### config.mk
export PLATFORM = sky130hd
export DESIGN_NAME = relay_frame_packer
export DESIGN_NICKNAME = d
export VERILOG_FILES = /design/src/rtl/relay_frame_packer_pkg.sv /design/src/rtl/relay_sync_fifo.sv /design/src/rtl/relay_frame_packer.sv
export SDC_FILE = /design/constraint.sdc
export NUM_CORES = 1
export LEC_CHECK = 0
export CORE_ASPECT_RATIO = 0.8
export CORE_MARGIN = 1
export CORE_UTILIZATION = 45
export DETAILED_ROUTE_END_ITERATION = 8
export GPL_TIMING_DRIVEN = 0
export SYNTH_ARGS = -nofsm -noshare
export SYNTH_HDL_FRONTEND = slang
export SYNTH_SLANG_ARGS = --single-unit
### constraint.sdc
create_clock -name clk -period 4.2 [get_ports clk]
set_input_delay 0.84 -clock clk [delete_from_list [all_inputs] [get_ports clk]]
set_output_delay 0.84 -clock clk [all_outputs]
set_load 0.03 [all_outputs]
### src/rtl/relay_frame_packer_pkg.sv
// rtl/relay_frame_packer_pkg.sv - shared types, constants and helpers for the relay frame packer
package relay_frame_packer_pkg;

    typedef enum logic [2:0] {
        MODE_SNIFFER     = 3'd0,
        MODE_FAKE_READER = 3'd1,
        MODE_FAKE_TAG    = 3'd2,
        MODE_TAGSIM_MOD  = 3'd3,
        MODE_READER_MOD  = 3'd4
    } relay_mode_t;

    // div_counter compare value that yields the 847.5 kHz bit tick
    localparam int unsigned BIT_TICK_CMP = 8;

    localparam int unsigned ENTRY_W       = 12;
    localparam int unsigned ENTRY_LAST    = 11;
    localparam int unsigned ENTRY_NBITS_H = 10;
    localparam int unsigned ENTRY_NBITS_L = 8;
    localparam int unsigned ENTRY_DATA_H  = 7;
    localparam int unsigned ENTRY_DATA_L  = 0;

    typedef struct packed {
        logic       last;
        logic [2:0] nbits;
        logic [7:0] data;
    } fifo_entry_t;

    // Left-align the n most recent bits of a partial byte, zero-filling the low bits
    function automatic logic [7:0] align_partial(input logic [7:0] sr, input logic [2:0] n);
        logic [7:0] r;
        r = 8'h00;
        if (n != 3'd0) begin
            r = sr << (4'd8 - {1'b0, n});
        end
        return r;
    endfunction

endpackage

### src/rtl/relay_sync_fifo.sv
// rtl/relay_sync_fifo.sv - synchronous show-ahead FIFO with full/empty/count
module relay_sync_fifo #(
    parameter int unsigned WIDTH = 12,
    parameter int unsigned DEPTH = 16,
    parameter int unsigned AW    = 4
) (
    input  logic             clk,
    input  logic             reset,
    input  logic             push,
    input  logic [WIDTH-1:0] push_data,
    input  logic             pop,
    output logic [WIDTH-1:0] head_data,
    output logic             empty,
    output logic             full,
    output logic [AW:0]      count
);

    logic [WIDTH-1:0] mem [DEPTH];
    logic [AW-1:0]    wr_ptr;
    logic [AW-1:0]    rd_ptr;
    logic             do_push;
    logic             do_pop;

    assign empty     = (count == '0);
    assign full      = (count == (AW+1)'(DEPTH));
    // A full FIFO still accepts a push when the head leaves in the same cycle
    assign do_push   = push && (!full || pop);
    assign do_pop    = pop && !empty;
    assign head_data = mem[rd_ptr];

    // Entry storage; no reset needed since count gates visibility
    always_ff @(posedge clk) begin
        if (do_push) begin
            mem[wr_ptr] <= push_data;
        end
    end

    // Pointer and occupancy tracking; pointers wrap modulo DEPTH
    always_ff @(posedge clk) begin
        if (reset) begin
            wr_ptr <= '0;
            rd_ptr <= '0;
            count  <= '0;
        end else begin
            if (do_push) wr_ptr <= wr_ptr + AW'(1);
            if (do_pop)  rd_ptr <= rd_ptr + AW'(1);
            case ({do_push, do_pop})
                2'b10:   count <= count + (AW+1)'(1);
                2'b01:   count <= count - (AW+1)'(1);
                default: count <= count;
            endcase
        end
    end

endmodule

### src/rtl/relay_frame_packer.sv
// rtl/relay_frame_packer.sv - packs relay bits into MSB-first bytes with frame terminators
module relay_frame_packer
    import relay_frame_packer_pkg::*;
#(
    parameter int unsigned FIFO_DEPTH = 16,
    parameter int unsigned FIFO_AW    = 4
) (
    input  logic       clk,
    input  logic       reset,
    input  logic       enable,
    input  logic       bit_strobe,
    input  logic       bit_in,
    input  logic       mod_active,
    output logic       out_valid,
    input  logic       out_ready,
    output logic       out_last,
    output logic [2:0] out_nbits,
    output logic [7:0] out_data,
    output logic       overflow,
    input  logic       clear_overflow
);

    logic [7:0]       shift_reg;
    logic [2:0]       bit_cnt;
    logic             mod_active_d;
    logic             capture;
    logic             frame_end;
    logic             byte_push;
    logic             push_req;
    fifo_entry_t      push_entry;
    fifo_entry_t      head_entry;
    logic [ENTRY_W-1:0] head_bits;
    logic             fifo_empty;
    logic             fifo_full;
    logic [FIFO_AW:0] fifo_count;
    logic             pop;
    logic             drop;

    assign capture   = enable && mod_active && bit_strobe;
    assign frame_end = enable && !mod_active && mod_active_d;
    assign byte_push = capture && (bit_cnt == 3'd7);
    // byte_push needs mod_active=1 and frame_end needs mod_active=0, so they never collide
    assign push_req  = byte_push || frame_end;
    assign pop       = out_valid && out_ready;
    assign drop      = push_req && fifo_full && !pop;

    // Select the entry to enqueue: a completed byte or the frame terminator
    always_comb begin
        push_entry = '0;
        if (frame_end) begin
            push_entry.last  = 1'b1;
            push_entry.nbits = bit_cnt;
            push_entry.data  = align_partial(shift_reg, bit_cnt);
        end else begin
            push_entry.data  = {shift_reg[6:0], bit_in};
        end
    end

    // Bit accumulation and frame-window edge tracking; disable discards any partial frame
    always_ff @(posedge clk) begin
        if (reset || !enable) begin
            shift_reg    <= '0;
            bit_cnt      <= '0;
            mod_active_d <= 1'b0;
        end else begin
            mod_active_d <= mod_active;
            if (frame_end) begin
                shift_reg <= '0;
                bit_cnt   <= '0;
            end else if (capture) begin
                shift_reg <= {shift_reg[6:0], bit_in};
                bit_cnt   <= bit_cnt + 3'd1;
            end
        end
    end

    // Sticky drop flag; a same-cycle drop beats the clear
    always_ff @(posedge clk) begin
        if (reset) begin
            overflow <= 1'b0;
        end else if (drop) begin
            overflow <= 1'b1;
        end else if (clear_overflow) begin
            overflow <= 1'b0;
        end
    end

    relay_sync_fifo #(
        .WIDTH (ENTRY_W),
        .DEPTH (FIFO_DEPTH),
        .AW    (FIFO_AW)
    ) u_fifo (
        .clk       (clk),
        .reset     (reset),
        .push      (push_req),
        .push_data (push_entry),
        .pop       (pop),
        .head_data (head_bits),
        .empty     (fifo_empty),
        .full      (fifo_full),
        .count     (fifo_count)
    );

    assign head_entry = head_bits;
    assign out_valid  = !fifo_empty;
    assign out_last   = out_valid && head_entry.last;
    assign out_nbits  = out_valid ? head_entry.nbits : 3'd0;
    assign out_data   = out_valid ? head_entry.data  : 8'h00;

endmodule

==> impl_results.rst <==
.. list-table::
   :header-rows: 1

   * - Metric
     - Value
   * - Initial cell density of the core
     - 46.5%
   * - Setup violators final
     - 0
   * - Power density over the cells
     - around 560 mW/mm^2
   * - Netlist area before placement
     - approximately 0.0093 mm^2
   * - Number of global-route vias before repair
     - 4979
   * - Insertion delay to the later sink of the worst-skew pair
     - roughly 0.50 ns
   * - Syn Nets
     - about 570
   * - Fin Hold WS
     - about 0.47 ns
   * - Shortest period the worst path allows
     - approximately 4.1 ns
   * - Required time reported for the critical path endpoint
     - 3.36 ns
   * - Share of post-route cells with drive strength above 1
     - between 10% and 20%
   * - Overall routed net length
     - 19.3 mm
   * - Average detailed-routed wire length per instance
     - ~22 um
   * - Area share of the largest cell type after synthesis
     - a little over 60%
   * - Fin. max-slew vios
     - 0
   * - Max Clock Freq
     - roughly 240 MHz
   * - Reg2reg setup slack
     - approximately 0.85 ns
   * - Sum of internal, switching and leakage power
     - approximately 5.9 mW
   * - Drt pass-1 iters
     - 5
   * - Buffers from clock root to sink, at most
     - 3
   * - Most common cell after layout, fill and taps aside
     - sky130_fd_sc_hd__edfxtp_1
   * - Worst r2r dst
     - u_fifo.count[4]
   * - Largest driver fanout on the critical path
     - 10
   * - Utilization after layout
     - between 50% and 60%
   * - Type of destination of the critical path
     - output port
   * - Worst IR Drop VDD
     - 306 uV
   * - Warning count from the yosys run
     - 0
   * - Total number of nets in the final design
     - about 620
   * - Clock H-tree levels
     - 1
   * - Clock Root Buffer
     - sky130_fd_sc_hd__clkbuf_16
   * - Startpoint types
     - register
   * - Critical Path AT
     - 3.26 ns
   * - Total number of placement rows
     - between 40 and 50
   * - Startpoint of the lowest-slack register-to-register path
     - u_fifo.count[0]
   * - Area contributors post-synth
     - sky130_fd_sc_hd__edfxtp_1, sky130_fd_sc_hd__mux4_2, sky130_fd_sc_hd__dfxtp_1, sky130_fd_sc_hd__mux2i_1, sky130_fd_sc_hd__a211oi_1
   * - Final weighted congestion in routability-driven placement
     - slightly below 0.9
   * - Iter 0 DRT Violations
     - between 300 and 400
   * - # IOs
     - 22
   * - Hold path startpoint
     - shift_reg[7]
   * - Terminating pin of the worst hold path
     - shift_reg[7]
   * - Number of storage elements in the synthesis netlist
     - 222
   * - Cell taking the most area after synthesis
     - sky130_fd_sc_hd__edfxtp_1
   * - DRC violation count after routing
     - 0
   * - Commonest cells after routing, fill and taps aside
     - sky130_fd_sc_hd__edfxtp_1, sky130_fd_sc_hd__mux4_2, sky130_fd_sc_hd__nand2_1
   * - Total global routing track utilization
     - a little under a fifth
   * - Syn-to-layout area delta
     - 14.2%
   * - Slew headroom
     - ~22%
   * - Post-synthesis average cell area
     - 16.9 um^2
   * - Outcome
     - completed
   * - Buffers on Ports
     - 21
   * - CTS clock-pin slew for the worst setup and hold paths
     - roughly 0.06 ns
   * - Fraction of the yosys area taken by sequential cells
     - 68.4%
   * - Pre-CTS WS
     - roughly 0.12 ns
   * - Startpoint-to-endpoint class of the critical path
     - reg2out
   * - Area inside the core boundary
     - 0.0200 mm^2
   * - Die Y-Extent
     - roughly 130 um
   * - CTS Buf Count
     - 23
   * - Final worst path period share
     - between 90 and 100%
   * - Reported leakage power
     - 3.50 nW
   * - First-pass GRT wire length
     - around 30 mm
   * - Mapped Cells
     - between 500 and 600
   * - Hold-fix buffers at CTS
     - 0
   * - Post-route worst setup slack
     - 0.101 ns
   * - Initial antenna violation count
     - 0
   * - Worst min-delay path class
     - reg2reg
   * - Total number of vias
     - roughly 5000
   * - Clock tree from TritonCTS
     - done
   * - Unrepaired setup endpoints after global routing
     - false
   * - Antenna Nets Post-Route
     - 0
   * - Pin count of the biggest net entering global routing
     - 20
   * - Die ar.
     - approximately 0.021 mm^2
   * - Via-to-Cell Ratio
     - between 5 and 6
   * - Post-synth top flop
     - sky130_fd_sc_hd__edfxtp_1
   * - Sinks on Clock Net
     - about 220
   * - Fin Clk Skew
     - slightly above 0.007 ns
   * - Number of enable-type register cells in the synthesized netlist
     - approximately 190
   * - Final total negative setup slack
     - 0 ns
   * - Transition time at the pin with the least slew margin
     - between 1 and 1.5 ns
   * - Number of different library cells in the post-synthesis netlist
     - 53
   * - Remaining Overflow, GRT
     - 0
   * - Max-Cap Viols
     - 0
   * - Dpl hpwl
     - about 13 mm
   * - Width of the die
     - between 150 and 200 um
   * - Total inserted antenna cells
     - 0
   * - Number of flip-flops in the largest register
     - approximately 190
   * - Count of final hold-check violations
     - 0
   * - Async S/R FF share, synth
     - 0%
   * - Number of cells traversed by the worst register-to-register path
     - 13
   * - Hold-critical path depth
     - 2
==> cell families (layout without fill, tap and decap cells) <==
family	count (synthesis)	count (layout)	share of synthesized area (%)
AO/OA/AOI/OAI	68	68	5.43
XOR/XNOR	8	8	0.753
adder cells (fa/ha/maj)	13	13	1.75
buffers and inverters	47	113	2.37
flip-flops	222	222	68.4
multiplexers	72	72	14.5
AND/OR/NAND/NOR	120	120	6.79
==> metrics by stage <==
step	cells	instance area [um^2]
2_1_floorplan	550	9310
3_3_place_gp	835	9850
3_5_place_dp	840	9900
4_1_cts	880	10600
5_1_grt	880	10600
6_report	880	10600
==> worst max-delay path, cell delays in order, from the launching register on <==
cell and delay, ns:
sky130_fd_sc_hd__dfxtp_1 0.30, sky130_fd_sc_hd__buf_2 0.26, sky130_fd_sc_hd__buf_2 0.39, sky130_fd_sc_hd__buf_2 0.42, sky130_fd_sc_hd__mux2i_1 0.17, sky130_fd_sc_hd__a211oi_1 0.46, sky130_fd_sc_hd__clkdlybuf4s50_1 0.76
==> per-layer routing <==
layer,up-vias,GRT usage [%],share of wire [%]
li1,2280,-,-
met4,0,5.17,2.1
met3,29,2.65,4.8
met2,113,29.5,46
met1,2601,28.0,47
met5,-,0,0
==> layout make-up <==
class                   count  area, um^2
fillers                  1631        9410
inverters                  14        52.6
plain buffers              32         164
clock inverters            10         100
repair buffers             26         253
well taps                 264         330
multi-input cells         281        2740
flip-flops and latches    222        6370
clock buffers              31         616
==> cells in the mapped netlist (2+ instances only) <==
library cell,count
sky130_fd_sc_hd__and3_1,16
sky130_fd_sc_hd__nand3_1,5
sky130_fd_sc_hd__inv_1,14
sky130_fd_sc_hd__mux2_2,2
sky130_fd_sc_hd__xor2_1,6
sky130_fd_sc_hd__a21oi_1,17
sky130_fd_sc_hd__nor2b_1,14
sky130_fd_sc_hd__xnor2_1,2
sky130_fd_sc_hd__nand4_1,2
sky130_fd_sc_hd__nand2_1,37
sky130_fd_sc_hd__dfxtp_1,30
sky130_fd_sc_hd__buf_6,2
sky130_fd_sc_hd__buf_2,14
sky130_fd_sc_hd__o21ai_0,6
sky130_fd_sc_hd__edfxtp_1,192
sky130_fd_sc_hd__nor3_1,4
sky130_fd_sc_hd__nand3b_1,2
sky130_fd_sc_hd__clkbuf_1,12
sky130_fd_sc_hd__o211ai_1,4
sky130_fd_sc_hd__mux4_2,50
sky130_fd_sc_hd__nor3b_1,2
sky130_fd_sc_hd__a221oi_1,2
sky130_fd_sc_hd__o22ai_1,2
sky130_fd_sc_hd__buf_4,3
sky130_fd_sc_hd__and3b_1,2
sky130_fd_sc_hd__nand2b_1,3
sky130_fd_sc_hd__ha_1,13
sky130_fd_sc_hd__nor2_1,22
sky130_fd_sc_hd__a211oi_1,26
sky130_fd_sc_hd__buf_1,2
sky130_fd_sc_hd__mux2i_1,20
==> how the worst max path moves through the flow <==
stage                             end  slack (ns)  depth (start not counted)
global route                 out_last        0.02                          6
finish                       out_last        0.10                          6
global placement    u_fifo.mem[14][1]       -0.36                          5
CTS                          out_last        0.06                          6
floorplan             u_fifo.count[4]        1.05                         12
detailed placement   u_fifo.mem[7][4]        0.12                          5
==> power by group <==
group	leakage [nW]	switching (mW)	total [mW]	internal, mW
clock network	0.346	0.794	1.94	1.15
registers	2.08	0.0409	2.44	2.40
logic	1.07	0.870	1.52	0.648
==> what timing repair did <==
| action | CTS | global route |
|---|---|---|
| setup endpoints to repair | 2 | 0 |
| gates resized for setup | 1 | 0 |
| setup buffers | 0 | 0 |
Power figures use the tool's default switching activity.
